==> config.mk <==
export PLATFORM = sky130hd
export DESIGN_NAME = left_shift_seq
export DESIGN_NICKNAME = d
export VERILOG_FILES = /design/src/rtl/left_shift_seq.sv
export SDC_FILE = /design/constraint.sdc
export NUM_CORES = 1
export LEC_CHECK = 0
export CAP_MARGIN = 20
export CORE_ASPECT_RATIO = 0.5
export CORE_UTILIZATION = 48
export DETAILED_ROUTE_END_ITERATION = 16
export HOLD_SLACK_MARGIN = 0.02
export PLACE_DENSITY = 0.79
export SLEW_MARGIN = 20
export SYNTH_ARGS = -nofsm -noshare
export SYNTH_HDL_FRONTEND = slang
export SYNTH_SLANG_ARGS = --single-unit
==> constraint.sdc <==
create_clock -name clk -period 3 [get_ports clk]
set_input_delay 0.45 -clock clk [delete_from_list [all_inputs] [get_ports clk]]
set_output_delay 0.45 -clock clk [all_outputs]
set_load 0.005 [all_outputs]
==> src/rtl/left_shift_seq.sv <==
// left_shift_seq: multi-cycle logical left shifter (B = A << C, STEP bits per clock) with start/done handshake and Z/N flags.
// Define LEFT_SHIFT_CARRY_EN to add the CY output (last bit shifted out).
module left_shift_seq #(
  parameter int WIDTH = 32,
  parameter int STEP  = 1
) (
  input  logic             clk,
  input  logic             rst_n,
  input  logic             start,
  input  logic [WIDTH-1:0] A,
  input  logic [31:0]      C,
  output logic             ready,
  output logic             done,
  output logic [WIDTH-1:0] B,
  output logic             Z,
  output logic             N
`ifdef LEFT_SHIFT_CARRY_EN
  ,
  output logic             CY
`endif
);

  localparam logic [31:0] WIDTH32 = 32'(WIDTH);
  localparam logic [31:0] STEP32  = 32'(STEP);

  typedef enum logic [1:0] {IDLE, SHIFT, DONE} state_t;

  state_t           state;
  logic [WIDTH-1:0] acc;
  logic [WIDTH-1:0] shifted;
  logic [31:0]      cnt;
  logic [31:0]      amt;

  // The final step may be shorter than STEP when fewer bits remain.
  always_comb begin
    amt     = (cnt < STEP32) ? cnt : STEP32;
    shifted = acc << amt;
  end

`ifdef LEFT_SHIFT_CARRY_EN
  // Bit 0 of spill is acc[WIDTH-amt], the last bit discarded by this step.
  logic [WIDTH-1:0] spill;
  always_comb begin
    spill = acc >> (WIDTH32 - amt);
  end
`endif

  always_ff @(posedge clk) begin
    if (!rst_n) begin
      state <= IDLE;
      ready <= 1'b1;
      done  <= 1'b0;
      B     <= '0;
      Z     <= 1'b1;
      N     <= 1'b0;
      acc   <= '0;
      cnt   <= '0;
`ifdef LEFT_SHIFT_CARRY_EN
      CY    <= 1'b0;
`endif
    end else begin
      case (state)
        IDLE: begin
          done <= 1'b0;
          if (start) begin
            ready <= 1'b0;
            acc   <= A;
            cnt   <= C;
            if (C == 32'd0) begin
              state <= DONE;
              done  <= 1'b1;
              B     <= A;
              Z     <= (A == '0);
              N     <= A[WIDTH-1];
`ifdef LEFT_SHIFT_CARRY_EN
              CY    <= 1'b0;
`endif
            end else if (C >= WIDTH32) begin
              // Everything is shifted out, so skip iteration entirely.
              acc   <= '0;
              state <= DONE;
              done  <= 1'b1;
              B     <= '0;
              Z     <= 1'b1;
              N     <= 1'b0;
`ifdef LEFT_SHIFT_CARRY_EN
              CY    <= (C == WIDTH32) ? A[0] : 1'b0;
`endif
            end else begin
              state <= SHIFT;
            end
          end
        end

        SHIFT: begin
          acc <= shifted;
          cnt <= cnt - amt;
          if (cnt == amt) begin
            state <= DONE;
            done  <= 1'b1;
            B     <= shifted;
            Z     <= (shifted == '0);
            N     <= shifted[WIDTH-1];
`ifdef LEFT_SHIFT_CARRY_EN
            CY    <= spill[0];
`endif
          end
        end

        DONE: begin
          done  <= 1'b0;
          ready <= 1'b1;
          state <= IDLE;
        end

        default: begin
          done  <= 1'b0;
          ready <= 1'b1;
          state <= IDLE;
        end
      endcase
    end
  end

endmodule

==> metrics, run 1 <==
vias in the first global route 5421; H-tree depth 3; final design area excluding fillers between 7000 and 8000 um2; Die Y 78.1 um; setup slack at placement ~130 ps; top-area cell type share of the netlist area 0.364; Top FF cell, synth dfxtp_1; highest clock rate between 300 and 400 MHz; Final WS setup about 140 ps; vias between 6k and 7k; Synth Register Bits slightly above 100; largest net degree at the start of global routing between 80 and 90; Worst setup EP type register; Total Routing Usage GR 0.284; Reg area 2020 um2; Finished Layout Cells just over 900; Post-DP HPWL around 11 mm; CTS Buffer Depth 2; antenna cell count 0; Syn Inst Count 695; I/O Buffers 102; # setup viols final 0; # fillers a little under 1k; biggest area consumer among synthesized cells dfxtp_1; clock-pin slew on the worst setup and hold paths approximately 70 ps; area of the multi-input gates 3320 um2; Pins Over Slew Limit 0; most common cell after layout, fill and taps aside clkdlybuf4s50_1; routed len/inst approximately 18 um; Post-synth EDFFs 0; Die Wd between 150 and 200 um; Slew @ Worst Pin about 740 ps; Pwr Density about 460 nW/um2; Area growth syn-to-layout 28.2%; Mapped Area approximately 5600 um2; DIE AREA ~12000 um2; initial antenna violation count 0; status complete, no violations; Via density about 6.5; remaining antenna violation count 0; Post-Place Cells about 910; Ys Warns 0; ys async rst share 0; initial core utilization 0.500; Final period util 0.952; Synth Area per Inst 7.99 um2; Placer Congestion 0.877; final wirelength around 17 mm; Starting DRT DRC Count 634; Syn Nets 763; global-route wire length before repair 27.7 mm; Clock Sinks just over 100; clk root buf clkbuf_16; final hold violation count 0; Post-DP Area between 6000 and 7000 um2; Worst Hold Class reg -> reg; Worst Setup Path Type reg -> reg; CTS tree built; post-layout minimum cycle time between 2000 and 3000 ps; I/O Pins around 100; layout cells sized above 1 0.128; total congestion overflow 0; TritonCTS Buffers 9; Max Cap Viol 0; clock skew between 15 and 20 ps; Data arrival, critical path between 3000 and 4000 ps; Worst VDD drop about 0.00029 V; most frequent cells in the layout 101 x clkdlybuf4s50_1, 100 x dfxtp_1, 75 x o21ai_0; Std-Cell Rows 27; DRC viols 0; startpoint types register; critical path fanouts, max 6; NumNets Final 846; RSZ-0062 raised after global routing false; core area 11100 um2; Critical Path RT approximately 3200 ps; Rel. slew slack 0.505; TritonRoute pass-1 iters 6; sequential element share of the synthesized area 0.364; Area contributors post-synth dfxtp_1 36%, o21ai_0 6.8%, mux2_2 6.3%; CTS Hold Bufs 0; latest clock arrival within the worst-skew pair ~360 ps; Hold Slack 492 ps; Netlist cell types between 50 and 60; Util after Layout 0.641; P_leak about 2.4 nW
-- final timing paths --
check	from	to	slack [ps]	cells after the start
min	done	done	490	2
max reg2reg	cnt[25]	cnt[14]	140	12
min reg2reg	done	done	490	2
max	cnt[25]	cnt[14]	140	12
-- per-stage QoR --
stage	TNS [ps]	total power [mW]
2_1_floorplan	-449	1.87
3_3_place_gp	0	2.14
3_5_place_dp	0	2.15
4_1_cts	0	3.27
5_1_grt	0	3.40
6_report	0	3.28
-- power by group --
| group | total (mW) | switching [mW] | internal, mW |
|---|---|---|---|
| combinational | 0.617 | 0.305 | 0.312 |
| sequential | 1.52 | 0.0951 | 1.43 |
| clock | 1.14 | 0.569 | 0.574 |
-- cell type report --
type                       count  share of cell area
multi-input combinational    526               0.466
inverter                       6             0.00316
sequential                   101               0.284
clock inverter                 6             0.00756
clock buffer                   9              0.0316
tap                          145              0.0255
timing repair buffer         134               0.182
-- registers in the layout, summed over array words and instances (netlist names) --
signal / cells
B: 32
ready: 1
cnt: 32
acc: 32
state: 2
done: 1
Z: 1
-- layer usage --
layer  global-route usage  share of wire
met5                    0              0
met4               0.0770          0.013
met3               0.0469          0.083
met2                0.454           0.46
met1                0.397           0.45
-- cell families after synthesis --
family | Yosys count | synth area share
XOR/XNOR | 12 | 0.0189
adder cells (fa/ha/maj) | 1 | 0.00225
AO/OA/AOI/OAI | 255 | 0.301
multiplexers | 33 | 0.0664
flip-flops | 101 | 0.364
buffers and inverters | 68 | 0.0529
AND/OR/NAND/NOR | 225 | 0.195
-- worst max-delay path: stages, from the launching register on --
cell     delay [ps]
dfxtp_1         360
or4_4           540
or4_4           490
nor4_4          250
or2_4           170
ha_4            120
nor2_2           40
nand4_1         160
buf_4           160
nor3_1           70
o21a_1          180
o22ai_1         150
nor2_1           50
-- cells in the mapped netlist (2+ instances only) --
cell type	number
or3_1	7
nand4_1	5
and2_1	3
o221ai_1	7
o221a_2	3
buf_4	5
o21ai_1	7
nand2_1	58
a31oi_1	37
o21ai_0	75
and4_1	2
o22a_1	2
a221oi_1	39
o211ai_1	2
xor2_1	4
a22oi_1	31
inv_1	5
o31ai_1	4
o22ai_1	4
nor2b_1	5
clkbuf_1	45
nand3_1	7
or4_1	8
mux2i_1	2
a311oi_1	4
nor2_1	74
dfxtp_1	101
mux2_2	31
a211oi_1	2
a21oi_1	29
o21a_1	3
nor4_1	30
xnor2_1	8
nor3_1	17
or2_2	4
buf_2	10
-- what timing repair did --
item | CTS | global route
gates resized for setup | 0 | 1
setup endpoints to repair | 0 | 3
buffers inserted | 0 | 1
Power figures use the tool's default switching activity.
==> inputs of run 2 (changes only) <==
- HOLD_SLACK_MARGIN: 0.02 -> 0.05
==> results of run 2 <==
The final DEF is identical to that of run 1; final timing and power are the same.
